**src/rtl/trace_buf_capture_ctrl.sv**
```systemverilog
// rtl/trace_buf_capture_ctrl.sv - armed trace capture into BRAM with ring, one-shot and triggered modes
module trace_buf_capture_ctrl #(
  parameter int VECTOR_DATA_WIDTH    = 192,
  parameter int TRACE_BUF_DATA_WIDTH = 256,
  parameter int TRACE_BUF_ADDR_WIDTH = 15,
  parameter int TS_WIDTH             = 32
) (
  input  logic                              clk,
  input  logic                              rst,
  input  logic                              arm,
  input  logic                              abort,
  input  logic [1:0]                        mode,
  input  logic [TRACE_BUF_ADDR_WIDTH-1:0]   post_trig_len,
  input  logic                              trigger,
  input  logic                              rd_en_100ns,
  input  logic [VECTOR_DATA_WIDTH-1:0]      vctr_fifo_data_out,
  input  logic [31:0]                       trace_buf_bram_addr_slave,
  output logic [TRACE_BUF_ADDR_WIDTH-1:0]   trace_buf_bram_addra,
  output logic [TRACE_BUF_DATA_WIDTH-1:0]   trace_buf_bram_data_in,
  output logic                              trace_buf_we,
  output logic                              trace_buf_en,
  output logic [TRACE_BUF_ADDR_WIDTH-1:0]   trace_buf_bram_addrb,
  output logic                              busy,
  output logic                              done,
  output logic                              wrapped,
  output logic [TRACE_BUF_ADDR_WIDTH-1:0]   trig_addr,
  output logic [TRACE_BUF_ADDR_WIDTH:0]     sample_count
);

  localparam int A = TRACE_BUF_ADDR_WIDTH;

  typedef enum logic [1:0] {
    ST_IDLE    = 2'd0,
    ST_CAPTURE = 2'd1,
    ST_POST    = 2'd2,
    ST_DONE    = 2'd3
  } state_t;

  localparam logic [1:0]     MODE_ONESHOT = 2'd1;
  localparam logic [1:0]     MODE_TRIG    = 2'd2;
  localparam logic [A-1:0]   LAST_ADDR    = '1;
  localparam logic [A-1:0]   PTR_ONE      = {{(A-1){1'b0}}, 1'b1};
  localparam logic [A:0]     CNT_ONE      = {{A{1'b0}}, 1'b1};
  localparam logic [A:0]     FULL_COUNT   = {1'b1, {A{1'b0}}};
  localparam logic [TS_WIDTH-1:0] TS_ONE  = {{(TS_WIDTH-1){1'b0}}, 1'b1};

  state_t                          state_q, state_d;
  logic [A-1:0]                    wr_ptr_q, wr_ptr_d;
  logic                            wrapped_q, wrapped_d;
  logic [A-1:0]                    trig_addr_q, trig_addr_d;
  logic [TS_WIDTH-1:0]             ts_q, ts_d;
  logic [1:0]                      cap_mode_q, cap_mode_d;
  logic [A-1:0]                    post_len_q, post_len_d;
  logic [A-1:0]                    remaining_q, remaining_d;
  logic [A:0]                      count_q, count_d;
  logic                            we_q, we_d;
  logic [A-1:0]                    addra_q, addra_d;
  logic [TRACE_BUF_DATA_WIDTH-1:0] data_q, data_d;
  logic [A-1:0]                    addrb_q, addrb_d;
  logic                            busy_q, busy_d;
  logic                            done_q, done_d;
  logic                            wr_fire;
  logic [A-1:0]                    rd_base;
  logic                            unused_addr_slave_bits;

  assign unused_addr_slave_bits = ^trace_buf_bram_addr_slave[31:A];

  // Next-state, write path and readback address for the capture controller.
  always_comb begin
    state_d     = state_q;
    wr_ptr_d    = wr_ptr_q;
    wrapped_d   = wrapped_q;
    trig_addr_d = trig_addr_q;
    ts_d        = ts_q;
    cap_mode_d  = cap_mode_q;
    post_len_d  = post_len_q;
    remaining_d = remaining_q;
    count_d     = count_q;
    we_d        = 1'b0;
    addra_d     = addra_q;
    data_d      = data_q;
    wr_fire     = 1'b0;

    // Timestamp free-runs once armed; it is parked at zero only before the first arm.
    if (state_q != ST_IDLE) begin
      ts_d = ts_q + TS_ONE;
    end

    case (state_q)
      ST_IDLE, ST_DONE: begin
        if (arm && !abort) begin
          state_d     = ST_CAPTURE;
          wr_ptr_d    = '0;
          wrapped_d   = 1'b0;
          trig_addr_d = '0;
          count_d     = '0;
          // The arm cycle is timestamp 0, so the first capture cycle carries 1.
          ts_d        = TS_ONE;
          cap_mode_d  = (mode == 2'd3) ? MODE_ONESHOT : mode;
          post_len_d  = post_trig_len;
        end
      end
      ST_CAPTURE, ST_POST: begin
        if (abort) begin
          state_d = ST_DONE;
        end else begin
          wr_fire = rd_en_100ns;
          if (state_q == ST_CAPTURE && cap_mode_q == MODE_TRIG && trigger) begin
            // The trigger-cycle sample lands at trig_addr and is not part of the post count.
            trig_addr_d = wr_ptr_q;
            if (post_len_q == '0) begin
              state_d = ST_DONE;
            end else begin
              state_d     = ST_POST;
              remaining_d = post_len_q;
            end
          end else if (state_q == ST_POST && wr_fire) begin
            remaining_d = remaining_q - PTR_ONE;
            if (remaining_q == PTR_ONE) begin
              state_d = ST_DONE;
            end
          end
          if (wr_fire && cap_mode_q == MODE_ONESHOT && wr_ptr_q == LAST_ADDR) begin
            state_d = ST_DONE;
          end
        end
      end
      default: state_d = ST_IDLE;
    endcase

    if (wr_fire) begin
      we_d    = 1'b1;
      addra_d = wr_ptr_q;
      data_d  = '0;
      data_d[VECTOR_DATA_WIDTH-1:0]              = vctr_fifo_data_out;
      data_d[VECTOR_DATA_WIDTH +: TS_WIDTH]      = ts_q;
      wr_ptr_d = wr_ptr_q + PTR_ONE;
      // One-shot stops at the last address, so only ring captures can wrap.
      if (wr_ptr_q == LAST_ADDR && cap_mode_q != MODE_ONESHOT) begin
        wrapped_d = 1'b1;
      end
      count_d = (count_q == FULL_COUNT) ? FULL_COUNT : count_q + CNT_ONE;
    end

    busy_d = (state_d == ST_CAPTURE) || (state_d == ST_POST);
    done_d = (state_d == ST_DONE);

    // Readback offsets are relative to the oldest entry in the buffer.
    rd_base = wrapped_q ? wr_ptr_q : '0;
    addrb_d = rd_base + trace_buf_bram_addr_slave[A-1:0];
  end

  // FSM and all registered outputs; reset returns to an idle, empty buffer.
  always_ff @(posedge clk) begin
    if (rst) begin
      state_q     <= ST_IDLE;
      wr_ptr_q    <= '0;
      wrapped_q   <= 1'b0;
      trig_addr_q <= '0;
      ts_q        <= '0;
      cap_mode_q  <= '0;
      post_len_q  <= '0;
      remaining_q <= '0;
      count_q     <= '0;
      we_q        <= 1'b0;
      addra_q     <= '0;
      data_q      <= '0;
      addrb_q     <= '0;
      busy_q      <= 1'b0;
      done_q      <= 1'b0;
    end else begin
      state_q     <= state_d;
      wr_ptr_q    <= wr_ptr_d;
      wrapped_q   <= wrapped_d;
      trig_addr_q <= trig_addr_d;
      ts_q        <= ts_d;
      cap_mode_q  <= cap_mode_d;
      post_len_q  <= post_len_d;
      remaining_q <= remaining_d;
      count_q     <= count_d;
      we_q        <= we_d;
      addra_q     <= addra_d;
      data_q      <= data_d;
      addrb_q     <= addrb_d;
      busy_q      <= busy_d;
      done_q      <= done_d;
    end
  end

  assign trace_buf_bram_addra   = addra_q;
  assign trace_buf_bram_data_in = data_q;
  assign trace_buf_we           = we_q;
  assign trace_buf_en           = 1'b1;
  assign trace_buf_bram_addrb   = addrb_q;
  assign busy                   = busy_q;
  assign done                   = done_q;
  assign wrapped                = wrapped_q;
  assign trig_addr              = trig_addr_q;
  assign sample_count           = count_q;

endmodule

```
**config.mk**
```make
export PLATFORM = sky130hd
export DESIGN_NAME = trace_buf_capture_ctrl
export DESIGN_NICKNAME = d
export VERILOG_FILES = /design/src/rtl/trace_buf_capture_ctrl.sv
export SDC_FILE = /design/constraint.sdc
export NUM_CORES = 1
export LEC_CHECK = 0
export CORE_AREA = 2 2 224 226
export CTS_BUF_LIST = sky130_fd_sc_hd__clkbuf_8 sky130_fd_sc_hd__clkbuf_16
export DETAILED_ROUTE_END_ITERATION = 7
export DIE_AREA = 0 0 226 228
export GPL_TIMING_DRIVEN = 1
export HOLD_SLACK_MARGIN = 0.03
export SYNTH_ARGS = -nofsm -noshare
export SYNTH_HDL_FRONTEND = slang
export SYNTH_SLANG_ARGS = --single-unit
```
**constraint.sdc**
```tcl
create_clock -name clk -period 2.7 [get_ports clk]
set_input_delay 0.405 -clock clk [delete_from_list [all_inputs] [get_ports clk]]
set_output_delay 0.405 -clock clk [all_outputs]
set_load 0.01 [all_outputs]
```
After elaboration in Yosys (flattened, before gate mapping)
Index checks and enable logic that the tools add are counted.
W data, S select, Z words.

cells by class
  add/sub/neg operators = 5
  multiplexer cells = 33
  bitwise operators = 1
  reductions and logical operators = 21
  equal/unequal tests = 17

operator list
  operator                 number
  $mux W15                 9
  $mux W32                 3
  $mux W16                 4
  $add A32 B1 Y32 const B  1
  $pmux W15 S2             1
  $add A16 B1 Y16 const B  1
  $eq A16 B16 Y1 const B   1
  $add A15 B1 Y15 const B  1
  $add A15 B15 Y15         1
  $eq A15 B1 Y1 const B    1
  $eq A15 B15 Y1 const B   1
  $logic_not A15 Y1        1
  $sub A15 B1 Y15 const B  1
  $mux W2                  7
  $eq A2 B2 Y1 const B     6
  $mux W1                  8
  $ne A2 B2 Y1 const B     4
  $reduce_bool A2 Y1       4
  $logic_and A1 B1 Y1      7
  $eq A2 B1 Y1 const B     3
  $pmux W2 S2              1
  $reduce_and A2 Y1        2
  $reduce_and A4 Y1        1
  $reduce_or A2 Y1         2
  6 further kinds          6

word-level totals
  register bits after elaboration = 370
  logic and storage cells = 92

Longest topological paths before layout
  depth after elaboration = 9
  gate-level depth with buffers = 9

Worst setup path after synthesis
Ideal clock, no wire load.

  path type = flip-flop to flip-flop
  start = register wrapped_q, in the netlist wrapped
  end = register addrb_q[13], in the netlist trace_buf_bram_addrb[13]
  clock period less this slack = 2.435 ns
  setup time = 0.121 ns
  required time = 2.579 ns
  stages on the path, launching flop included = 9
  arrival = 2.314 ns
  path buffers = 1
  setup slack = 0.265 ns
  cell sequence = dfxtp_1 clkbuf_1 and2_1 ha_1 a21o_1 a31o_2 a221o_1 a21oi_1 mux2_2

on the way
  longest elaborated chain between the ends = 2

ends and longest elaborated chain
  what                    line  RTL
  start, declared         49    logic wrapped_q, wrapped_d;
  start signal, assigned  174   wrapped_q <= wrapped_d;
  $mux W15                149   rd_base = wrapped_q ? wr_ptr_q : '0;
  $add A15 B15 Y15        150   addrb_d = rd_base + trace_buf_bram_addr_slave[A-1:0];
  end signal, assigned    184   addrb_q <= addrb_d;
  end, declared           59    logic [A-1:0] addrb_q, addrb_d;

Every way passes these cells.
A chain may end at the register's enable or synchronous reset.

Final worst setup path
  start = register wrapped_q, in the netlist wrapped
  end = register addrb_q[11], in the netlist trace_buf_bram_addrb[11]

The elaborated chain is that of the path after synthesis.

==> flow_summary_export.csv <==
group,metric,value,unit
run_status,status,"finished clean",
clock_tree,htree_levels,2,
clock_tree,cts.sinks,370,
clock_tree,cts_hold_buf,0,
clock_tree,clk_latency,0.58,ns
synthesis,synth_cell_types,64,
global_routing,grt_pass1_vias,14100,
clock_tree,numCtsBuffers,44,
routing,remaining_drc_errors,0,
layout,fin_cells,3075,
floorplanning,io_pins,569,
routing,wl_per_cell,17.2,um
synthesis,ys_seq_area_share,49.6,%
layout,drive_gt1_share,5.66,%
clock_tree,cts_tree,"built",
global_routing,grt_first_pass_wirelength,80600,um
layout,final_nets,2642,
floorplanning,die_h,228,um
pwr,leakage,7.83,nW
sta,setup_viol,0,
layout,layout_common_cells,"584 x nand2_1, 517 x clkdlybuf4s50_1, 370 x dfxtp_1",
critical_path,crit_type,"flop to flop",
synthesis,postSynthCellCount,1883,
layout,nFillCells,4827,
synthesis,synth_area,14900,um^2
place,io_buffers,518,
critical_path,arrival,2.95,ns
routing,viasPerCell,4.79,
sta,slew_viol_final,0,
synthesis,synth_edf_count,0,
synthesis,yosys_warnings,0,
sta,finalHoldViolCount,0,
place,hpwl,38400,um
sta,tightest_slew,0.890,ns
place,dp_cells,2996,
pwr,vdd_drop_max,452,uV
routing,drt-total-wl,53000,um
layout,area_growth,48.9,%
routing,dr.pass1.iters,5,
critical_path,cp_data_required_time,3.16,ns
clock_tree,clockBufferDepth,3,
synthesis,avgSynthCellArea,7.94,um^2
critical_path,cp-end-kind,"flop",
synthesis,ys_async_sr_fraction,0,%
critical_path,start_kind,"flop",
global_routing,grt_overflow,0,
floorplanning,initial_core_util,30.3,%
sta,max_freq,0.401,GHz
synthesis,synth.ff_latch_count,370,
sta,rsz0062_at_grt,"no",
layout,layout_commonest_cell,"nand2_1",
worst_hold_path,hold_class,"input pin to flop",
clock_tree,clk_pin_slew_worst_paths,0.06,ns
routing,drtIter0Drc,952,
routing,ant_nets,0,
sta,setup_tns,0,ns
place,gp_congestion,0.906,
global_routing,antenna_found_initial,4,
floorplanning,dieArea,51500,um^2
pwr,p_per_area,621,nW/um^2
global_routing,grt_max_degree,100,
floorplanning,rows,82,
sta,relSlewSlack,40.0,%
critical_path,crit_fanout,14,
synthesis,synth_flop_cell,"dfxtp_1",
global_routing,track_usage,19.8,%
clock_tree,clock-root-buffer,"clkbuf_16",
floorplanning,core_area,49300,um^2
routing,dr_total_vias,14700,
sta,skew,0.0127,ns
sta,finalCritPeriodShare,92.4,%
job,max-cap-violations,0,
floorplanning,dieWidth,226,um
sta,period_needed,2.49,ns
repair_timing:
item / CTS / global route
endpoints found under the setup margin: 0 / 15
resized for setup: 0 / 1
setup buffers: 0 / 0
layer usage:
metal  GRT usage, %  vias up  share of wire [%]
met4           5.98        4                2.7
met5              0        -              0.051
li1               -     7240                  -
met1           23.9     6955                 42
met3           5.78       86                7.1
met2           33.9      454                 48
layout make-up:
| class | instances | area (um^2) | share of cell area (%) |
|---|---|---|---|
| Sequential cell | 370 | 7410 | 33.3 |
| Multi-Input combinational cell | 1373 | 6860 | 30.8 |
| Timing Repair Buffer | 565 | 5660 | 25.4 |
| Clock buffer | 57 | 1280 | 5.75 |
| Tap cell | 672 | 841 | 3.78 |
| Clock inverter | 21 | 154 | 0.691 |
| Inverter | 16 | 60.1 | 0.270 |
| Antenna cell | 1 | 2.50 | 0.0112 |
kinds of logic after synthesis:
group	count (synthesis)	synth area share [%]
simple gates	853	24.9
compound gates	425	15.7
flops	370	49.6
buf+inv	171	5.39
xor+xnor	28	1.64
fa+ha+maj	25	2.14
mux	9	0.661
other cells	2	0.0502
metrics by stage:
step	cell area, um^2	hold WS, ns	power [W]	worst slack (ns)	utilization (%)
2_1_floorplan	15100	0.437	0.00695	0.265	-
3_3_place_gp	20800	0.440	0.00805	0.104	42.2
3_5_place_dp	20800	0.445	0.00807	0.0766	42.2
4_1_cts	22300	0.206	0.0140	0.117	45.1
5_1_grt	22300	0.234	0.0144	0.0296	45.1
6_report	22300	0.235	0.0138	0.206	45.1
path summary, 6_finish.rpt:
| check | startpoint | to | slack, ns | cells past startpoint |
|---|---|---|---|---|
| worst max register to register | wrapped$_SDFF_PP0_ | trace_buf_bram_addrb[11]$_SDFF_PP0_ | 0.21 | 7 |
| worst min register to register | trace_buf_bram_data_in[46]$_SDFFE_PP0P_ | trace_buf_bram_data_in[46]$_SDFFE_PP0P_ | 0.45 | 2 |
| worst min-delay path | rst | sample_count[1]$_SDFFE_PP0P_ | 0.24 | 2 |
| worst max-delay path | wrapped$_SDFF_PP0_ | trace_buf_bram_addrb[11]$_SDFF_PP0_ | 0.21 | 7 |
registers in the layout (all words and copies together) (netlist names):
register / count
wrapped: 1
post_len_q: 15
trace_buf_bram_addrb: 15
remaining_q: 15
trace_buf_we: 1
cap_mode_q: 2
trace_buf_bram_data_in: 224
ts_q: 32
busy: 1
state_q: 2
trace_buf_bram_addra: 15
sample_count: 16
wr_ptr_q: 15
done: 1
trig_addr: 15
Yosys cell counts (all sizes together), types with 3 or more instances:
| cell | instances | share of area (%) |
|---|---|---|
| nand3 | 50 | 1.7 |
| a32oi | 4 | 0.23 |
| mux2 | 7 | 0.53 |
| o31a | 3 | 0.18 |
| nand2 | 584 | 15 |
| o21a | 9 | 0.45 |
| a311oi | 7 | 0.41 |
| and4 | 9 | 0.53 |
| nand2b | 7 | 0.29 |
| nor3 | 24 | 0.84 |
| a22oi | 5 | 0.25 |
| a41oi | 4 | 0.23 |
| nand4b | 3 | 0.18 |
| nor2 | 73 | 1.8 |
| nand3b | 3 | 0.15 |
| dfxtp | 370 | 50 |
| and3 | 9 | 0.38 |
| nor4 | 10 | 0.56 |
| ha | 24 | 2.0 |
| xor2 | 20 | 1.2 |
| a21o | 8 | 0.40 |
| or4 | 3 | 0.15 |
| inv | 16 | 0.40 |
| o211ai | 6 | 0.30 |
| o21ai | 30 | 1.0 |
| nor2b | 14 | 0.59 |
| and2 | 19 | 0.80 |
| a211oi | 4 | 0.20 |
| buf | 70 | 2.9 |
| nand4 | 17 | 0.80 |
| a31oi | 5 | 0.21 |
| clkbuf | 85 | 2.1 |
| xnor2 | 8 | 0.47 |
| nor3b | 6 | 0.30 |
| a21oi | 324 | 11 |
| nor4b | 3 | 0.28 |
| or3 | 16 | 0.67 |
power breakdown:
part	total (W)	internal [W]	switching (W)
clock	0.00586	0.00343	0.00243
sequential	0.00586	0.00571	0.000149
combinational	0.00209	0.000987	0.00110
worst max-delay path, stage by stage, from the launching register on:
cell and delay (ns):
dfxtp_1 0.55, and2_1 0.24, ha_1 0.26, a21o_1 0.18, a21oi_1 0.25, a21oi_1 0.15, o41ai_1 0.37, mux2_2 0.37
Power figures use the tool's default switching activity.
